<file path="src/rtl/alu_pkg.sv">
// Shared types and helpers for the ALU result serializer.
// Holds serializer states, the frame header nibble and byte-count helpers.
package alu_pkg;

  typedef enum logic [1:0] {
    IDLE,
    HDR,
    DATA
  } ser_state_t;

  localparam logic [3:0] HDR_NIBBLE = 4'hA;

  function automatic int bytes_per_result(input int width);
    return (2 * width) / 8;
  endfunction

  function automatic logic [7:0] hdr_byte(input logic carry);
    return {HDR_NIBBLE, 3'b000, carry};
  endfunction

endpackage

</file>
<file path="src/rtl/alu_res_fifo.sv">
// Synchronous FIFO for captured results; head is readable combinationally.
// Latency 1 cycle push-to-visible; push while full is accepted only with a same-cycle pop.
// Backpressure: caller must gate push on full (or pop); pops on empty are ignored.
module alu_res_fifo #(
  parameter int DW    = 33,
  parameter int DEPTH = 4
) (
  input  logic                     clk,
  input  logic                     reset_n,
  input  logic                     push,
  input  logic [DW-1:0]            push_dat,
  input  logic                     pop,
  output logic [DW-1:0]            pop_dat,
  output logic                     full,
  output logic                     empty,
  output logic [$clog2(DEPTH):0]   count
);

  localparam int AW = $clog2(DEPTH);
  localparam int CW = AW + 1;

  logic [DW-1:0] mem [DEPTH];
  logic [AW-1:0] wr_ptr;
  logic [AW-1:0] rd_ptr;
  logic          wr_en;
  logic          rd_en;

  assign full    = (count == CW'(DEPTH));
  assign empty   = (count == '0);
  assign rd_en   = pop && !empty;
  assign wr_en   = push && (!full || rd_en);
  assign pop_dat = mem[rd_ptr];

  always_ff @(posedge clk or negedge reset_n) begin
    if (!reset_n) begin
      wr_ptr <= '0;
      rd_ptr <= '0;
      count  <= '0;
    end else begin
      if (wr_en) wr_ptr <= wr_ptr + 1'b1;
      if (rd_en) rd_ptr <= rd_ptr + 1'b1;
      if (wr_en && !rd_en)      count <= count + 1'b1;
      else if (!wr_en && rd_en) count <= count - 1'b1;
    end
  end

  always_ff @(posedge clk) begin
    if (wr_en) mem[wr_ptr] <= push_dat;
  end

endmodule

</file>
<file path="src/rtl/alu_result_serializer.sv">
// Buffers ALU results and emits each as a framed byte stream: header {A,000,carry} then data MSB first.
// Latency: result sampled at edge k shows its header after edge k+2; back-to-back frames have no gap.
// Backpressure: tx_valid/tx_ready stalls hold the byte; a full FIFO with no pop drops and sets overflow.
module alu_result_serializer
  import alu_pkg::*;
#(
  parameter int WIDTH = 16,
  parameter int DEPTH = 4
) (
  input  logic                     clk,
  input  logic                     reset_n,
  input  logic [2*WIDTH-1:0]       res_data,
  input  logic                     res_carry,
  input  logic                     res_valid,
  output logic [7:0]               tx_data,
  output logic                     tx_valid,
  input  logic                     tx_ready,
  output logic                     tx_last,
  output logic [$clog2(DEPTH):0]   fifo_count,
  output logic                     overflow,
  input  logic                     ovf_clr,
  output logic                     busy
);

  localparam int RW = 2 * WIDTH;
  localparam int NB = bytes_per_result(WIDTH);
  localparam int IW = $clog2(NB) + 1;
  localparam logic [IW-1:0] LAST_IDX = IW'(NB - 1);

  ser_state_t    state;
  logic [RW-1:0] sh_dat;
  logic          sh_carry;
  logic [IW-1:0] idx;
  logic [RW:0]   head_dat;
  logic          fifo_full;
  logic          fifo_empty;
  logic          pop_vld;
  logic          push_vld;
  logic          tx_fire;
  logic          ovf_set;

  assign tx_fire  = tx_valid && tx_ready;
  assign pop_vld  = !fifo_empty && ((state == IDLE) || (state == DATA && tx_fire && tx_last));
  assign push_vld = res_valid && (!fifo_full || pop_vld);
  assign ovf_set  = res_valid && fifo_full && !pop_vld;
  assign busy     = (state != IDLE) || (fifo_count != '0);

  alu_res_fifo #(
    .DW    (RW + 1),
    .DEPTH (DEPTH)
  ) u_fifo (
    .clk      (clk),
    .reset_n  (reset_n),
    .push     (push_vld),
    .push_dat ({res_carry, res_data}),
    .pop      (pop_vld),
    .pop_dat  (head_dat),
    .full     (fifo_full),
    .empty    (fifo_empty),
    .count    (fifo_count)
  );

  always_ff @(posedge clk or negedge reset_n) begin
    if (!reset_n) begin
      state    <= IDLE;
      sh_dat   <= '0;
      sh_carry <= 1'b0;
      idx      <= '0;
      tx_data  <= '0;
      tx_valid <= 1'b0;
      tx_last  <= 1'b0;
    end else begin
      case (state)
        IDLE: begin
          if (!fifo_empty) begin
            sh_dat   <= head_dat[RW-1:0];
            sh_carry <= head_dat[RW];
            state    <= HDR;
          end
        end
        HDR: begin
          // First HDR cycle after IDLE presents the header from the freshly loaded shift register.
          if (!tx_valid) begin
            tx_valid <= 1'b1;
            tx_data  <= hdr_byte(sh_carry);
          end else if (tx_ready) begin
            state   <= DATA;
            idx     <= '0;
            tx_data <= sh_dat[RW-1 -: 8];
            sh_dat  <= sh_dat << 8;
            tx_last <= (LAST_IDX == '0);
          end
        end
        DATA: begin
          if (tx_fire) begin
            if (tx_last) begin
              tx_last <= 1'b0;
              if (!fifo_empty) begin
                sh_dat   <= head_dat[RW-1:0];
                sh_carry <= head_dat[RW];
                tx_data  <= hdr_byte(head_dat[RW]);
                state    <= HDR;
              end else begin
                tx_valid <= 1'b0;
                state    <= IDLE;
              end
            end else begin
              idx     <= idx + 1'b1;
              tx_data <= sh_dat[RW-1 -: 8];
              sh_dat  <= sh_dat << 8;
              tx_last <= ((idx + 1'b1) == LAST_IDX);
            end
          end
        end
        default: state <= IDLE;
      endcase
    end
  end

  // A drop in the same cycle as a clear keeps the flag set.
  always_ff @(posedge clk or negedge reset_n) begin
    if (!reset_n)     overflow <= 1'b0;
    else if (ovf_set) overflow <= 1'b1;
    else if (ovf_clr) overflow <= 1'b0;
  end

endmodule

</file>
<file path="config.mk">
export PLATFORM = sky130hd
export DESIGN_NAME = alu_result_serializer
export DESIGN_NICKNAME = d
export VERILOG_FILES = /design/src/rtl/alu_pkg.sv /design/src/rtl/alu_res_fifo.sv /design/src/rtl/alu_result_serializer.sv
export SDC_FILE = /design/constraint.sdc
export NUM_CORES = 1
export LEC_CHECK = 0
export BUFFER_PORTS_ARGS = -buffer_cell sky130_fd_sc_hd__buf_2
export CAP_MARGIN = 25
export CORE_UTILIZATION = 62
export CTS_BUF_LIST = sky130_fd_sc_hd__clkbuf_2
export DETAILED_ROUTE_END_ITERATION = 6
export GPL_ROUTABILITY_DRIVEN = 0
export PLACE_DENSITY = 0.82
export SYNTH_ARGS = -nofsm -noshare
export SYNTH_HDL_FRONTEND = slang
export SYNTH_SLANG_ARGS = --single-unit
</file>
<file path="constraint.sdc">
create_clock -name clk -period 2.95 [get_ports clk]
set_input_delay 0.1475 -clock clk [delete_from_list [all_inputs] [get_ports clk]]
set_output_delay 0.1475 -clock clk [all_outputs]
set_load 0.05 [all_outputs]
</file>
Yosys cells after proc, flatten, opt, wreduce, memory -nomap -nowiden
Memories as Yosys holds them, arrays and structs flattened.
Index checks and enable logic that the tools add are counted.
{ "totals": {"regBits": 56, "inputBits": 38, "word_cells": 109, "out_inout_bits": 15, "mem_bits_rw": 132, "n_memories": 1} }
{ "memory_table": {"columns": ["memory", "words", "width", "read_ports", "rd_clocked_by_memory_dff", "write_ports", "line", "text"], "rows": [
  ["u_fifo.mem", 4, 33, 1, 0, 1, "alu_res_fifo.sv:22", "logic [DW-1:0] mem [DEPTH];"]
]} }
{ "op_classes": {"n_mux": 43, "n_reduce_logical": 36, "addsub": 5, "n_eq_ne": 13} }
{ "op_table": {"columns": ["operator", "n"], "rows": [
  ["32-bit two-way mux", 5],
  ["32-bit case mux with 3 select lines", 1],
  ["8-bit two-way mux", 5],
  ["3-bit two-way mux", 6],
  ["8-bit case mux with 2 select lines", 1],
  ["4-bit AND reduction", 4],
  ["1-bit two-way mux", 15],
  ["2-bit != test, second input constant", 7],
  ["1-bit logical AND", 11],
  ["2-bit two-way mux", 5],
  ["5-bit AND reduction", 2],
  ["2-bit nonzero test", 5],
  ["3-bit by 1-bit adder with 3-bit output, second input constant", 2],
  ["3-bit != test, second input constant", 2],
  ["1-bit case mux with 2 select lines", 3],
  ["2-bit case mux with 3 select lines", 1],
  ["3-bit case mux with 2 select lines", 1],
  ["3-bit nonzero test", 2],
  ["1-bit logical NOT", 5],
  ["2-bit by 1-bit adder with 2-bit output, second input constant", 2],
  ["1-bit logical OR", 4],
  ["3-bit by 2-bit equality test with 1-bit output, second input constant", 1],
  ["3-bit equality test, second input constant", 1],
  ["3-bit logical NOT", 1],
  ["5 further kinds", 5]
]} }

Longest topological paths before layout
Gate-level depths: netlist (run 1).
{ "depth": {"depth_word": 12, "depth_mapped": 12, "depth_no_buf": 11} }

By module
From an unflattened synthesis (run 1), not the netlist that was laid out.
{ "hier_totals": {"hier_cells": 426, "area_unflattened_um2": 7639.8} }
{ "modules_own_cells": {"columns": ["mod", "n_inst", "seq_area_each_um2", "area_each_um2", "cells_each"], "rows": [
  ["alu_res_fifo", 1, 4139.0, 5242.5, 208],
  ["alu_result_serializer", 1, 1226.2, 2397.3, 218]
]} }

Worst setup path before layout (run 1)
No wires, ideal clock.
{ "synth_timing": {"path_kind": "register to register", "from": "reg tx_valid", "to": "mem u_fifo.mem[0][0], enable pin", "path_slack_ps": 174, "arrival_ps": 2382, "setup_time_ps": 393, "period_less_slack_ps": 2776, "path_stages_with_launch": 5, "path_buffers": 1, "t_required_ps": 2557, "cell_sequence": "dfrtp_1 > buf_2 > a41oi_1 > a31oi_1 > and2_1"} }
{ "synth_between": {"elab_chain_cells": 10, "elab_cells_between_ends": 12, "cone_classes": "mux (2); reduce/logical (10)"} }
{ "synth_rtl": {"columns": ["item", "line", "text"], "rows": [
  ["start: declaration", "alu_result_serializer.sv:16", "output logic tx_valid,"],
  ["start signal: assignment", "alu_result_serializer.sv:70", "tx_valid <= 1'b0;"],
  ["start signal: assignment", "alu_result_serializer.sv:84", "tx_valid <= 1'b1;"],
  ["start signal: assignment", "alu_result_serializer.sv:104", "tx_valid <= 1'b0;"],
  ["1-bit logical AND (*)", "alu_result_serializer.sv:42", "assign tx_fire = tx_valid && tx_ready;"],
  ["1-bit logical AND (*) (2 in series)", "alu_result_serializer.sv:43", "assign pop_vld = !fifo_empty && ((state == IDLE) || (state == DATA && tx_fire && tx_last));"],
  ["1-bit logical OR (*)", "alu_result_serializer.sv:43", null],
  ["1-bit logical AND (*)", "alu_result_serializer.sv:43", null],
  ["1-bit logical OR / 1-bit logical AND (equally long branches)", "alu_result_serializer.sv:44, alu_res_fifo.sv:30", null],
  ["1-bit logical AND / 1-bit logical OR (equally long branches)", "alu_result_serializer.sv:44, alu_res_fifo.sv:31", null],
  ["1-bit logical AND (*)", "alu_res_fifo.sv:31", "assign wr_en = push && (!full || rd_en);"],
  ["net u_fifo.wr_en", "alu_res_fifo.sv:25", "logic wr_en;"],
  ["1-bit two-way mux (*)", "alu_res_fifo.sv:48", "if (wr_en) mem[wr_ptr] <= push_dat;"],
  ["1-bit two-way mux (not written as such) (*)", "alu_res_fifo.sv:48", null],
  ["end: declaration", "alu_res_fifo.sv:22", null]
]} }
The timed path passes the listed nets; every way through them passes the cells marked *.

Final worst setup path (run 1)
{ "layout_timing": {"from": "reg state[0]", "to": "reg u_fifo.count[2]"} }
{ "layout_between": {"elab_chain_cells": 11, "elab_cells_between_ends": 17, "cone_classes": "eq/ne (1); mux (1); reduce/logical (15)"} }
{ "layout_rtl": {"columns": ["item", "line", "text"], "rows": [
  ["start: declaration", "alu_result_serializer.sv:30", "ser_state_t state;"],
  ["start signal: assignment", "alu_result_serializer.sv:65", "state <= IDLE;"],
  ["start signal: assignment", "alu_result_serializer.sv:78", "state <= HDR;"],
  ["start signal: assignment", "alu_result_serializer.sv:87", "state <= DATA;"],
  ["2-bit equality test", "alu_result_serializer.sv:43", null],
  ["1-bit logical AND (2 in series)", "alu_result_serializer.sv:43", null],
  ["1-bit logical OR (*)", "alu_result_serializer.sv:43", null],
  ["1-bit logical AND (*)", "alu_result_serializer.sv:43", null],
  ["1-bit logical OR / 1-bit logical AND (equally long branches)", "alu_result_serializer.sv:44, alu_res_fifo.sv:30", null],
  ["1-bit logical AND / 1-bit logical OR (equally long branches)", "alu_result_serializer.sv:44, alu_res_fifo.sv:31", null],
  ["1-bit logical AND (*)", "alu_res_fifo.sv:31", null],
  ["net u_fifo.wr_en", "alu_res_fifo.sv:25", null],
  ["1-bit logical NOT", "alu_res_fifo.sv:43", "else if (!wr_en && rd_en) count <= count - 1'b1;"],
  ["1-bit logical AND", "alu_res_fifo.sv:43", null],
  ["2-bit nonzero test (no line)", null, null],
  ["end signal: assignment", "alu_res_fifo.sv:42", "if (wr_en && !rd_en) count <= count + 1'b1;"],
  ["end signal: assignment", "alu_res_fifo.sv:43", null],
  ["end: declaration", "alu_res_fifo.sv:16", "output logic [$clog2(DEPTH):0] count"]
]} }
Marked as above.
A chain may end at the register's enable or synchronous reset.

==> impl_metrics.ini, run 1 <==
[run_status]
status = finished with violations
failed_checks = design-rule violations

[job]
drv_cap = 0

[synthesis]
synth_ff_type = edfxtp_1
syn_area_mm2 = 0.00748
ys_seq_elements = 188
yosys.cell_types.count = 42
yosys_warnings = 0
synth_seq_area_share = 0.717
synth_edf_count = 132
synth_fp_nets = 474
synth_area_per_cell_um2 = 17.7
ys_async_sr_fraction = 0.298
syn_inst = 424

[cells_and_area]
seqCellArea_mm2 = 0.00537
final_nets = 581
syn_to_final_growth_pct = 14.9
fillers = 721
n_antenna_cell = 0
final_layout_size_suffix_gt1_frac = 0.259
multi_input_area_mm2 = 0.00187

[clock_tree]
cts_setup_buffers = 0
htree_levels = 4
numCtsBuffers = 17
root_buffer = clkbuf_2
path_clk_slew_ns = 0.25
cts_tree = done
numClockSinks = 188
clk_path_buf_depth = 2
clock_latency_ns = 0.74

[worst_hold_path]
hold_path.class = primary input to flip-flop

[critical_path]
worstPathCellList = inv_1, ha_1, a41oi_1, a31oi_1, buf_4, ha_1, inv_1, fa_1, xor2_1, nor2_1, xor2_1
crit_fanout = 8
start_kind = flip-flop
r2r_slack_ns = 0.45
crit_buf_inv = 3
crit_type = flip-flop to flip-flop
end_kind = flip-flop
critPathRequiredTime_ns = 3.62
cp.arrival_ns = 3.17
cp_top_family = adder cells
max_stage_delay_ns = 0.47
slowest_stage = dfrtp_1

[detailed_routing]
wire_per_inst_um = 19.1
drtAntennaViolNets = 0
vias = 4088
totalWireLength_mm = 13.1
first_pass_iters = 7
drt_iter0_drc = 373
routed_via_density = 5.95
drc = 3

[global_route]
grt_use_total = 0.234
antenna_found_initial = 0
grt_pass1_vias = 4314
grt-ovfl-total = 0
grt_max_degree = 37
grt_pass1_wl_mm = 21.6

[timing]
rsz0062_at_grt = no
tns_ns = 0
period_share = 0.847
fin_crit_ns = 2.50
hold_viol = 0
max_freq_mhz = 400
worst_pin_slew_ns = 0.615
relSlewSlack = 0.590
hold_ws_ns = 0.145
finClkSkew_ns = 0.0382
finalSetupViolCount = 0
slew_violations = 0

[floorplan]
core_area_mm2 = 0.0116
row_count = 39
ios = 53
die_h_um = 112
die_area_mm2 = 0.0125
initial_utilization = 0.644
die-width_um = 112

[power]
power.density_mw_per_mm2 = 982
p_leak_uw = 0.00340
power.total_uw = 8440
peakVddDrop_mv = 0.521

[place]
numPortBuffers = 52
dp_hpwl_mm = 8.15
-- through the flow --
step	util	worst slack, ns	std cells	instance area, µm²
6_report	0.740	0.452	687	8600
2_1_floorplan	-	0.174	424	7480
5_1_grt	0.740	0.229	687	8600
3_3_place_gp	0.682	0.616	613	7920
4_1_cts	0.738	0.464	685	8580
3_5_place_dp	0.682	0.525	613	7920
-- cells in the mapped netlist, types with 9 or more instances --
cell	number	share of area
a222oi_1	24	0.032
buf_2	10	0.0067
dfrtp_1	56	0.19
edfxtp_1	132	0.53
ha_1	11	0.018
inv_1	38	0.019
mux2i_1	9	0.012
mux4_2	33	0.099
nand2_1	18	0.0090
nor2_1	16	0.0080
o21ai_0	12	0.0080
-- layout make-up --
type | instances | share of cell area
Inverter | 38 | 0.0166
Multi-Input combinational cell | 180 | 0.217
Clock buffer | 21 | 0.0122
Tap cell | 143 | 0.0208
Timing Repair Buffer | 106 | 0.0914
Clock inverter | 11 | 0.0178
Sequential cell | 188 | 0.624
-- layout by cell type (no fill, tap or decap), types with 2 or more instances in the layout --
| master | Yosys | final |
|---|---|---|
| clkbuf_2 | 0 | 21 |
| nand2_1 | 18 | 18 |
| mux4_2 | 33 | 33 |
| nand3_1 | 4 | 4 |
| inv_2 | 0 | 3 |
| buf_4 | 0 | 11 |
| bufinv_16 | 0 | 4 |
| inv_1 | 38 | 38 |
| a21oi_1 | 5 | 5 |
| xnor2_1 | 3 | 3 |
| dlygate4sd3_1 | 0 | 40 |
| buf_2 | 10 | 52 |
| ha_1 | 11 | 11 |
| dfrtp_1 | 56 | 55 |
| a2bb2oi_1 | 2 | 2 |
| and2_1 | 5 | 5 |
| nand2b_1 | 2 | 2 |
| nor3_1 | 5 | 5 |
| clkinv_2 | 0 | 2 |
| o21ai_0 | 12 | 12 |
| nor2_1 | 16 | 16 |
| a41oi_1 | 2 | 2 |
| o211ai_1 | 2 | 2 |
| xor2_1 | 4 | 4 |
| mux2_2 | 2 | 2 |
| a222oi_1 | 24 | 24 |
| nor2b_1 | 2 | 2 |
| edfxtp_1 | 132 | 132 |
| nand3b_1 | 3 | 3 |
| mux2i_1 | 9 | 9 |
-- path summary, 6_finish.rpt --
check                      depth (start not counted)                 to          from
hold reg to reg                                    2         sh_dat[11]     sh_dat[3]
setup reg to reg                                  11    u_fifo.count[2]      state[0]
setup / recovery                                  11    u_fifo.count[2]      state[0]
hold / removal                                     2  u_fifo.mem[3][24]  res_data[24]
min in group asynchronous                          4         tx_data[4]       reset_n
max in group asynchronous                          5           sh_carry       reset_n
-- what timing repair did --
| action | in CTS | in global routing |
|---|---|---|
| endpoints found under the setup margin | 0 | 0 |
| hold endpoints to repair | 195 | 0 |
| hold buffers | 40 | 0 |
| gates resized for setup | 0 | 0 |
-- registers in the layout, indices dropped and copies added, names as in the netlist --
name,count
state,2
sh_dat,32
u_fifo.wr_ptr,2
sh_carry,1
tx_last,1
idx,3
u_fifo.count,3
u_fifo.rd_ptr,2
u_fifo.mem,132
tx_data,8
tx_valid,1
overflow,1
-- kinds of logic after synthesis --
family / share of synthesized area
buf+inv: 0.0338
xor+xnor: 0.00819
simple gates: 0.0364
mux: 0.114
compound gates: 0.0694
flops: 0.717
fa+ha+maj: 0.0211
-- layer usage --
layer,vias to the layer above,share of wire,GRT usage,wire length [µm]
li1,1868,-,-,-
met1,2056,0.41,0.295,5390
met2,146,0.52,0.395,6840
met3,18,0.054,0.0577,714
met4,0,0.015,0.0910,191
met5,-,0,0,0
-- power by group --
group | switching [µW] | internal [µW] | total, µW | leakage (µW)
registers | 295 | 3560 | 3850 | 0.00192
clock network | 786 | 559 | 1350 | 0.000166
logic | 1890 | 1360 | 3240 | 0.00132
total | 2970 | 5470 | 8440 | 0.00340
Note: power is estimated with default switching activity, not from simulation.
==> inputs of run 2 (changes only) <==
==> constraint.sdc (replaced) <==
create_clock -name clk -period 2.4 [get_ports clk]
set_input_delay 0.12 -clock clk [delete_from_list [all_inputs] [get_ports clk]]
set_output_delay 0.12 -clock clk [all_outputs]
set_load 0.05 [all_outputs]
==> impl_metrics.ini, run 2 (synthesis results as in run 1) <==
[critical_path]
cp.arrival_ns = 2.96
worstPathCellList = inv_2, ha_2, a41oi_2, a31oi_2, ha_2, inv_1, fa_1, xor2_1, nor2_1, xor2_1
r2r_slack_ns = 0.12
crit_fanout = 3
end_kind = flip-flop
crit_buf_inv = 2
cp_top_family = adder cells
start_kind = flip-flop
crit_type = flip-flop to flip-flop
slowest_stage = dfrtp_1
max_stage_delay_ns = 0.47
critPathRequiredTime_ns = 3.07

[floorplan]
initial_utilization = 0.644
die_h_um = 112
die-width_um = 112
row_count = 39
ios = 53
die_area_mm2 = 0.0125
core_area_mm2 = 0.0116

[cells_and_area]
seqCellArea_mm2 = 0.00537
n_antenna_cell = 0
utilization = 0.756
final_cells = 692
top_register = u_fifo.mem
multi_input_area_mm2 = 0.00190
fin_area_mm2 = 0.00877
final_common_cell = edfxtp_1
final_nets = 586
syn_to_final_growth_pct = 17.2
fillers = 625
final_layout_size_suffix_gt1_frac = 0.291
top_regs = u_fifo.mem: 132 flops, sh_dat: 32 flops, tx_data: 8 flops
final_cell_mix = edfxtp_1, dfrtp_1, buf_2
largest_reg_flops = 132

[timing]
fin_crit_ns = 2.28
max_freq_mhz = 438
worst_pin_slew_ns = 0.609
finalSetupViolCount = 0
relSlewSlack = 0.592
hold_viol = 0
period_share = 0.951
finClkSkew_ns = 0.0292
slew_violations = 0

[detailed_routing]
drt_iter0_drc = 381
dr.max_layer_used = met4
met1Wirelength_mm = 5.54
wl_met3_um = 793
first_pass_iters = 7
drc = 10
routed_via_density = 6.04
vias = 4182
drtAntennaViolNets = 0
totalWireLength_mm = 14.1
wl_met2_mm = 7.36
wire_per_inst_um = 20.4

[clock_tree]
numCtsBuffers = 17
root_buffer = clkbuf_2
path_clk_slew_ns = 0.23
clock_latency_ns = 0.75
cts_tree = done
htree_levels = 4
clk_path_buf_depth = 2
numClockSinks = 188

[power]
peakVddDrop_mv = 0.639
power.total_uw = 10800
p_leak_uw = 0.00346
power.density_mw_per_mm2 = 1230

[worst_hold_path]
hold_path.class = primary input to flip-flop

[global_route]
antenna_found_initial = 0
grt_max_degree = 35
grt_use_total = 0.249
grt_pass1_wl_mm = 22.7
grt-ovfl-total = 0
grt_pass1_vias = 4436

[run_status]
status = finished with violations
failed_checks = design-rule violations

[place]
numPortBuffers = 52
dpl.cell_count = 618
dp_hpwl_mm = 8.81
place_area_mm2 = 0.00805

[job]
drv_cap = 0
==> run 2: cell types whose count changed in the layout (fill, tap and decap cells not counted), moves of 2 or more <==
cell      previous run  this run
and2_1               5         1
and2_2               0         4
buf_12               1         7
buf_4               11        13
clkbuf_2            21        19
clkinv_2             2         4
dfrtp_1             55        53
dfrtp_2              1         3
ha_1                11         8
ha_2                 0         3
inv_2                3         1
==> run 2: report_power, final <==
part / switching (µW) / internal (µW) / leakage [µW] / total, µW
logic: 2440 / 1840 / 0.00136 / 4270
registers: 396 / 4370 / 0.00192 / 4770
clock network: 979 / 789 / 0.000176 / 1770
==> run 2: layer usage <==
layer / vias up / track usage
li1: 1892 / -
met1: 2107 / 0.304
met2: 148 / 0.415
met3: 35 / 0.0566
met4: 0 / 0.134
met5: - / 0
==> run 2: final timing paths <==
kind | startpoint | to | cells past startpoint
max reg2reg | state[0] | u_fifo.count[2] | 10
max in group asynchronous | reset_n | sh_dat[17] | 4
min in group asynchronous | reset_n | u_fifo.rd_ptr[1] | 4
min reg2reg | sh_dat[6] | sh_dat[14] | 2
max | state[0] | u_fifo.count[2] | 10
min | res_data[15] | u_fifo.mem[3][15] | 2
==> run 2: stage by stage <==
step                      setup WS [ns]  TNS (ns)  hold WS, ns
after floorplan                  0.0279         0       -0.176
after global placement            0.216         0        0.208
after detailed placement       -0.00548   -0.0105        0.217
after CTS                        0.0273         0       0.0385
after global routing           -0.00361  -0.00361       0.0434
final                             0.118         0        0.107
==> run 2: cell type report <==
class,count,area share
clock buffer,19,0.0108
clock inverter,13,0.0224
inverter,38,0.0163
multi-input combinational,180,0.217
sequential,188,0.612
tap,143,0.0204
timing repair buffer,111,0.101
==> run 2: repair_timing <==
| item | CTS | global route |
|---|---|---|
| setup endpoints to repair | 8 | 21 |
| setup buffers | 0 | 2 |
| pin swaps | 0 | 2 |
| hold buffers | 40 | 0 |
| resized for setup | 1 | 3 |
| endpoints found under the hold margin | 196 | 0 |
